$ cat src/rtl/hex_scan_driver.sv
// hex_scan_driver: scans a 16-bit value across a 4-digit common-anode display (optional macro HEX_SCAN_LZ_BLANK_EN)
module hex_scan_driver #(
  parameter int CLK_DIV = 50000
) (
  input  logic        clk,
  input  logic        rst,
  input  logic [15:0] in_data,
  input  logic        in_valid,
  output logic        in_ready,
  output logic        w,
  output logic        x,
  output logic        y,
  output logic        z,
  output logic [3:0]  an,
  output logic        frame_done
);
  localparam int CW = (CLK_DIV > 1) ? $clog2(CLK_DIV) : 1;
  logic [CW-1:0] cnt_q, cnt_d;
  logic [1:0]    idx_q, idx_d;
  logic [15:0]   disp_q, disp_d, pend_q, pend_d;
  logic          pend_v_q, pend_v_d;
  logic [3:0]    nib_q, nib_d, an_q, an_d;
  logic          fd_q, fd_d;
  logic          tick, boundary, accept, blank;
  assign in_ready = !pend_v_q && !rst;
  assign {z, y, x, w} = nib_q;
  assign an = an_q;
  assign frame_done = fd_q;
  // Next-state: prescaler, slot index, frame-aligned display swap, pending buffer and registered outputs
  always_comb begin
    tick     = cnt_q == CW'(CLK_DIV - 1);
    boundary = tick && idx_q == 2'd3;
    accept   = in_valid && in_ready;
    cnt_d    = tick ? '0 : cnt_q + 1'b1;
    idx_d    = tick ? idx_q + 2'd1 : idx_q;
    disp_d   = (boundary && pend_v_q) ? pend_q : disp_q;
    pend_d   = accept ? in_data : pend_q;
    pend_v_d = accept ? 1'b1 : (boundary ? 1'b0 : pend_v_q);
`ifdef HEX_SCAN_LZ_BLANK_EN
    blank    = idx_d != 2'd0 && (disp_d >> {idx_d, 2'b00}) == 16'h0;
`else
    blank    = 1'b0;
`endif
    nib_d    = tick ? disp_d[4*idx_d +: 4] : nib_q;
    an_d     = tick ? (blank ? 4'b1111 : ~(4'b0001 << idx_d)) : an_q;
    fd_d     = boundary;
  end
  // State register; reset overrides everything and drops any pending value
  always_ff @(posedge clk) begin
    if (rst) begin
      cnt_q    <= '0;
      idx_q    <= 2'd0;
      disp_q   <= 16'h0000;
      pend_q   <= 16'h0000;
      pend_v_q <= 1'b0;
      nib_q    <= 4'h0;
      an_q     <= 4'b1110;
      fd_q     <= 1'b0;
    end else begin
      cnt_q    <= cnt_d;
      idx_q    <= idx_d;
      disp_q   <= disp_d;
      pend_q   <= pend_d;
      pend_v_q <= pend_v_d;
      nib_q    <= nib_d;
      an_q     <= an_d;
      fd_q     <= fd_d;
    end
  end
endmodule

$ cat config.mk
export PLATFORM = sky130hd
export DESIGN_NAME = hex_scan_driver
export DESIGN_NICKNAME = d
export VERILOG_FILES = /design/src/rtl/hex_scan_driver.sv
export SDC_FILE = /design/constraint.sdc
export NUM_CORES = 1
export LEC_CHECK = 0
export BUFFER_PORTS_ARGS = -buffer_cell sky130_fd_sc_hd__clkbuf_2
export CORE_MARGIN = 5
export CORE_UTILIZATION = 51
export CTS_BUF_LIST = sky130_fd_sc_hd__clkbuf_16
export CTS_CLUSTER_SIZE = 20
export DETAILED_ROUTE_END_ITERATION = 8
export PLACE_DENSITY = 0.71
export SLEW_MARGIN = 15
export SYNTH_ARGS = -nofsm -noshare
export SYNTH_HDL_FRONTEND = slang
export SYNTH_SLANG_ARGS = --single-unit
$ cat constraint.sdc
create_clock -name clk -period 3.2 [get_ports clk]
set_clock_uncertainty 0.2 [all_clocks]
set_input_delay 0.32 -clock clk [delete_from_list [all_inputs] [get_ports clk]]
set_output_delay 0.32 -clock clk [all_outputs]
set_load 0.05 [all_outputs]
## Word-level counts from Yosys, hierarchy flattened

Cells that the tools add are included.

| word-level totals | value |
|---|---|
| register bits | 60 |
| bits in latches | 0 |
| bits in writable memories | 0 |
| ROM bits | 0 |
| bits of input ports | 19 |
| output and inout port bits | 10 |
| logic and storage cells | 27 |
| memories | 0 |

| operators by class | value |
|---|---|
| add/sub/neg operators | 2 |
| $mul | 0 |
| divide/modulo/power cells | 0 |
| $lt $le $gt $ge | 0 |
| eq/ne operators | 2 |
| shift-type cells | 2 |
| muxes and demuxes | 4 |
| bitwise operators | 1 |
| reductions and logical operators | 8 |

Operator list:

| operator | number |
|---|---|
| $add 16x1->16 const B | 1 |
| $eq 16x16->1 const B | 1 |
| $mux 16 | 1 |
| $shiftx 16x5->4 | 1 |
| $logic_and 1x1->1 | 4 |
| $not 4->4 | 1 |
| $shl 1x2->4 const A | 1 |
| $add 2x1->2 const B | 1 |
| $eq 2x2->1 const B | 1 |
| $logic_not 1->1 | 2 |
| $mux 1 | 2 |
| $mux 2 | 1 |
| $reduce_bool 2->1 | 1 |
| $reduce_or 2->1 | 1 |

## Depth between registers and ports, before layout

Gate-level depths: netlist of run 1.

| depth | value |
|---|---|
| depth in word-level cells | 5 |
| depth in mapped cells | 9 |
| gate-level depth less buffers | 7 |

## Worst setup path before layout of run 1

No wires, ideal clock.

| timing path | value |
|---|---|
| path type | register to register |
| start | register cnt_q[4] |
| end | register nib_q[0] |
| library setup time | 0.069 ns |
| data arrival time | 2.466 ns |
| required time | 2.931 ns |
| setup slack | 0.465 ns |
| stages on the path, launching flop included | 6 |
| buffers on the path | 0 |
| clock period less this slack | 2.735 ns |
| path through | dfxtp_1 -> or4b_4 -> nor4_4 -> mux2i_1 -> mux4_2 -> o21ai_1 |

| between the ends | value |
|---|---|
| word-level cells in the longest chain between the ends | 5 |
| elaborated cells between the ends (all ways) | 6 |
| classes of those cells | eq/ne: 1; shift: 1; mux: 2; reduce/logical: 2 |

Ends and longest elaborated chain:

| element | line | text |
|---|---|---|
| start: declaration | 18 | `logic [CW-1:0] cnt_q, cnt_d;` |
| start signal: assignment | 60 | `cnt_q <= cnt_d;` |
| $eq 16x16->1 * | 31 | `tick = cnt_q == CW'(CLK_DIV - 1);` |
| $logic_and 1x1->1 | 32 | `boundary = tick && idx_q == 2'd3;` |
| $logic_and 1x1->1 | 36 | `disp_d = (boundary && pend_v_q) ? pend_q : disp_q;` |
| $mux 16 | 36 |  |
| $shiftx 16x5->4 | 44 | `nib_d = tick ? disp_d[4*idx_d +: 4] : nib_q;` |
| end signal: assignment | 65 | `nib_q <= nib_d;` |
| end: declaration | 22 | `logic [3:0] nib_q, nib_d, an_q, an_d;` |

Mark *: on every way between the ends. The rest lies on a longest branch, timed or not.
A chain may end at the register's enable or synchronous reset.

## Worst setup path in the final report of run 1

| timing path | value |
|---|---|
| start | register cnt_q[4] |
| end | register nib_q[3] |

Same word-level chain as after synthesis.

==> flow_summary_export.csv, run 1 <==
group,metric,value,unit
clock_network,cts_buffers,9,
timing,fin_tns_setup,0,ns
placed_design,gp_congestion,0.747,
grt,grtUsageTotal,0.172,
final_layout,final_area,2960,um^2
power_and_ir_drop,leakagePower,0.00114,uW
clock_network,htreeDepth,3,
grt,grt_max_degree,33,
timing,rsz0062_at_grt,"false",
worst_setup_path,slowest_stage,"or4b_4",
yosys,synth_cells,248,
floorplanning,die_area,6100,um^2
yosys,ys_warn_count,0,
yosys,yosysSeqAreaShare,0.508,
clock_network,clockBufferDepth,2,
routing,num_vias,1775,
floorplanning,initial_core_util,0.536,
timing,hold_viol_final,0,
floorplanning,die-width,78.1,um
power_and_ir_drop,finalPower,1750,uW
worst_setup_path,cp.arrival,2.74,ns
clock_network,clock_latency,0.32,ns
yosys,synth_edf_count,0,
clock_network,cts.reportedPaths.clkPinSlew,0.05,ns
timing,holdWs,0.00174,ns
power_and_ir_drop,power_density,592,nW/um^2
routing,routed_wl,4620,um
worst_setup_path,critPathMaxStageDelay,0.56,ns
routing,avgViaCountPerCell,5.09,
timing,slew_headroom,0.607,
grt,grt_pass1_vias,1776,
placed_design,io_buffers,28,
routing,wire_per_inst,13.2,um
timing,setup_viol,0,
routing,drtIter0Drc,144,
yosys,synthFlopType,"dfxtp_1",
grt,antenna_found_initial,0,
yosys,synth_nets,269,
worst_setup_path,critical-path-top-delay-family,"simple AND/OR/NAND/NOR gates",
timing,fin_crit_sh,0.841,
final_layout,fin_nets,313,
run_status,status,"completed",
routing,drc,0,
worst_setup_path,worst_path_most_repeated_cell,"buf_4",
grt,grt_overflow,0,
worst_setup_path,cp_max_fo,13,
clock_network,clock_sinks,60,
placed_design,place_area,2540,um^2
final_layout,drive_gt1_frac,0.178,
clock_network,root_buffer,"clkbuf_16",
timing,fmax,372,MHz
timing,tightest_slew,0.586,ns
floorplanning,fp-row-count,24,
worst_setup_path,endpoint_kind,"flop",
worst_setup_path,required,3.25,ns
worst_setup_path,cp-start-kind,"flop",
final_layout,antenna_cells,0,
routing,first_pass_iters,4,
yosys,synth-seq-cells,60,
floorplanning,io_pins,29,
clock_network,cts_tree,"done",
grt,grt_pass1_wl,8300,um
floorplanning,core_area,4410,um^2
timing,finalCriticalPeriod,2.69,ns
final_layout,syn_to_final_growth,25.1,%
worst_setup_path,crit_chain,"or4b_4 -> nor4_4 -> buf_4 -> mux2i_1 -> buf_4 -> mux4_2 -> o21ai_1",
yosys,async_flop_share,0,
run,maxCapViolCount,0,
yosys,syn_avg_cell_area,9.54,um^2
power_and_ir_drop,peakVddDrop,0.000378,V
placed_design,dp.final_hpwl,2960,um
timing,drv_slew,0,
worst_setup_path,critPathKind,"reg -> reg",
yosys,yosysUniqueCellTypes,27,
yosys,synth_area,2360,um^2
floorplanning,die_y,78.1,um
worst_setup_path,worst-path-buf-inv,2,
routing,ant_nets,0,
min_path,hp-class,"in -> reg",
## through the flow
stage	std cells	setup WS [ns]	utilization
6_report	349	0.509	0.670
5_1_grt	349	0.313	0.670
4_1_cts	349	0.497	0.670
3_5_place_dp	320	0.490	0.576
3_3_place_gp	320	0.555	0.576
2_1_floorplan	248	0.465	-
## power by group
part           total (uW)  internal [uW]  switching, uW
Sequential            778            767           11.5
Clock                 906            589            317
Combinational        67.2           34.4           32.8
Total                1750           1390            361
## logic make-up (layout without fill, tap and decap cells)
family,after synthesis,count (layout),synth area share
flops,60,60,0.508
xor+xnor,15,15,0.0556
fa+ha+maj,2,2,0.0106
mux,21,21,0.110
compound gates,24,24,0.0524
simple gates,111,111,0.233
buf+inv,15,64,0.0302
## what timing repair did
action,in CTS,in global routing
setup buffers,0,0
hold endpoints to repair,13,0
gates resized for setup,0,0
hold buffers,13,0
## cell usage in the layout, fill, tap and decap left out, types with 3 or more instances in the layout
cell type	synthesis	routed
o21ai_0	17	17
xnor2_1	7	7
mux2i_1	17	17
inv_1	2	3
clkbuf_2	0	28
mux4_2	4	4
clkbuf_16	0	9
dfxtp_1	60	60
nand3_1	5	5
nand2b_1	20	20
xor2_1	8	8
nand2_1	26	26
o21ai_1	6	6
and3_1	4	4
nor2_1	41	41
buf_4	0	5
dlygate4sd3_1	0	13
## layer usage
layer	GRT usage	part of all wire
met5	0	0
met4	0.101	0.019
met3	0.0492	0.054
met2	0.266	0.47
met1	0.213	0.46
## synthesized netlist by cell type, drive strengths merged (2+ instances only)
cell type  number  area, um^2
xor2            8        70.1
inv             2        7.51
nand3b          2        15.0
ha              2        25.0
or4b            2        23.8
nand2          26        97.6
nand3           5        25.0
clkbuf         11        41.3
xnor2           7        61.3
nand2b         20         125
nor2           41         154
mux4            4        90.1
buf             2        22.5
o21ai          23         115
and4            2        17.5
mux2i          17         170
and3            4        25.0
nor3            2        10.0
and2            2        12.5
nand4           2        12.5
dfxtp          60        1200
## cell type report
cell class | instances | area (um^2)
clock inverter | 7 | 58.8
multi-input combinational | 173 | 1090
inverter | 2 | 7.51
clock buffer | 9 | 225
tap | 52 | 65.1
fill | 362 | 1460
timing repair buffer | 46 | 308
sequential | 60 | 1200
## worst paths after layout
kind / start / to / slack (ns) / cells past startpoint
worst min register to register: nib_q[1] / nib_q[1] / 0.26 / 2
worst max-delay path: cnt_q[4] / nib_q[3] / 0.51 / 7
worst max register to register: cnt_q[4] / nib_q[3] / 0.51 / 7
worst min-delay path: in_data[10] / pend_q[10] / 0.002 / 3
## flip-flops by register name, summed over array words and instances (netlist names)
name        flops
pend_q         16
disp_q         16
frame_done      1
an              4
nib_q           4
idx_q           2
cnt_q          16
pend_v_q        1
## worst register-to-register path: stages (launching register included)
cell and delay (ns):
dfxtp_1 0.34, or4b_4 0.56, nor4_4 0.28, buf_4 0.23, mux2i_1 0.20, buf_4 0.18
mux4_2 0.50, o21ai_1 0.13
Power figures use the tool's default switching activity.
==> run 2, diff against run 1 <==
- PLACE_DENSITY: 0.71 -> 0.74
- clock period: 3.2 -> 2.4 ns (I/O delays scaled with it)
==> flow_summary_export.csv, run 2 (synthesis gave the netlist of run 1 again) <==
group,metric,value,unit
run_status,status,"complete, but fails checks",
run_status,violations,"negative setup slack",
power_and_ir_drop,peakVddDrop,0.000583,V
timing,fmax,388,MHz
grt,grt_pass1_vias,1866,
timing,drv_slew,0,
routing,wire_per_inst,13.0,um
final_layout,final_cell_mix,"dfxtp_1, nor2_1, clkbuf_2, nand2_1, nand2b_1",
floorplanning,die_area,6100,um^2
final_layout,syn_to_final_growth,32.1,%
final_layout,multi_input_area,1130,um^2
grt,grt_overflow,0,
worst_setup_path,crit_start,"cnt_q[11]",
timing,slew_headroom,0.728,
placed_design,dp.final_hpwl,3130,um
routing,avgViaCountPerCell,5.01,
clock_network,root_buffer,"clkbuf_16",
timing,tightest_slew,0.404,ns
final_layout,drive_gt1_frac,0.234,
worst_setup_path,cp.arrival,2.63,ns
routing,drtIter0Drc,104,
floorplanning,initial_core_util,0.536,
worst_setup_path,required,2.45,ns
routing,num_vias,1823,
timing,finalCriticalPeriod,2.58,ns
worst_setup_path,crit_chain,"or4b_4 -> nor4_4 -> buf_4 -> mux2i_2 -> buf_6 -> mux4_2 -> o21ai_1",
worst_setup_path,regToRegStartpoint,"cnt_q[11]",
placed_design,place_area,2680,um^2
worst_setup_path,critPathMaxStageDelay,0.54,ns
routing,first_pass_iters,4,
clock_network,cts_tree,"done",
floorplanning,die-width,78.1,um
floorplanning,io_pins,29,
timing,setup_ws,-0.180,ns
routing,drc,0,
timing,setup_viol,4,
worst_setup_path,regToRegEndpoint,"nib_q[1]",
final_layout,fin_nets,333,
floorplanning,fp-row-count,24,
final_layout,final_common_cell,"dfxtp_1",
clock_network,post_cts_buffers,0,
routing,ant_nets,0,
worst_setup_path,endpoint_kind,"flop",
floorplanning,die_y,78.1,um
final_layout,largestRegisters,"cnt_q x16, disp_q x16, pend_q x16",
min_path,hp-class,"in -> reg",
power_and_ir_drop,finalPower,2170,uW
final_layout,num-fill-cells,320,
grt,grtUsageTotal,0.175,
final_layout,seqCellArea,1200,um^2
placed_design,gp_congestion,0.844,
timing,hold_viol_final,0,
run,maxCapViolCount,0,
worst_setup_path,cp-start-kind,"flop",
worst_setup_path,endpoint,"nib_q[1]",
power_and_ir_drop,power_density,694,nW/um^2
worst_setup_path,reg2reg_slack,-0.18,ns
worst_setup_path,cp_max_fo,5,
timing,rsz0062_at_grt,"true",
power_and_ir_drop,leakagePower,0.00123,uW
timing,holdWs,0.166,ns
final_layout,final_area,3120,um^2
final_layout,antenna_cells,0,
floorplanning,core_area,4410,um^2
timing,fin_crit_sh,1.08,
routing,routed_wl,4740,um
clock_network,cts_buffers,9,
clock_network,cts.reportedPaths.clkPinSlew,0.05,ns
clock_network,htreeDepth,3,
clock_network,clockBufferDepth,2,
grt,grt_max_degree,33,
grt,grt_pass1_wl,8340,um
grt,antenna_found_initial,0,
clock_network,clock_latency,0.32,ns
placed_design,io_buffers,28,
clock_network,clock_sinks,60,
worst_setup_path,critPathKind,"reg -> reg",
worst_setup_path,reg2regPathDepth,7,
worst_setup_path,slowest_stage,"or4b_4",
[run 2: repair_timing]
item                       in CTS  in global routing
gates resized for setup         0                  7
hold buffers                   17                  0
hold endpoints to repair       17                  0
setup endpoints to repair       4                  7
pin swaps                       0                  2
[run 2: worst min path at each step]
stage          slack (ns)  cells after the start        start    endpoint
2_1_floorplan        0.15                      2   in_data[0]   pend_q[0]
3_3_place_gp         0.23                      3  in_data[10]  pend_q[10]
3_5_place_dp         0.24                      3   in_data[3]   pend_q[3]
4_1_cts              0.16                      2          rst    cnt_q[2]
5_1_grt              0.20                      2          rst  disp_q[13]
6_report             0.17                      2          rst   disp_q[5]
[run 2: stage by stage]
stage	util	setup WS (ns)	setup TNS, ns	cells
2_1_floorplan	-	-0.239	-0.957	248
3_3_place_gp	0.608	-0.108	-0.418	336
3_5_place_dp	0.608	-0.178	-0.677	336
4_1_cts	0.700	-0.196	-0.748	364
5_1_grt	0.708	-0.262	-1.00	364
6_report	0.708	-0.180	-0.680	364
[run 2: final cells by class]
| class | count | share of cell area |
|---|---|---|
| Clock buffer | 9 | 0.0721 |
| Multi-Input combinational cell | 173 | 0.362 |
| Sequential cell | 60 | 0.384 |
| Timing Repair Buffer | 66 | 0.155 |
| Tap cell | 52 | 0.0208 |
| Clock inverter | 2 | 0.00280 |
| Inverter | 2 | 0.00240 |
[run 2: metal layers]
layer	GRT usage	wire, um	up-vias
met5	0	0	-
met4	0.0997	163	0
met3	0.0664	212	19
met2	0.271	2280	35
met1	0.206	2080	825
li1	-	-	944
[run 2: where the power goes]
part | total, uW | internal (uW) | switching [uW]
clock network | 1030 | 657 | 371
logic | 101 | 53.8 | 47.0
registers | 1040 | 1020 | 15.5
total | 2170 | 1730 | 433
[run 2: critical path: cells and delay by family (launching register included)]
family | cells | cell delay [ns]
AND/OR/NAND/NOR | 2 | 0.85
flip-flops | 1 | 0.30
AO/OA/AOI/OAI | 1 | 0.12
buffers and inverters | 2 | 0.33
multiplexers | 2 | 0.71
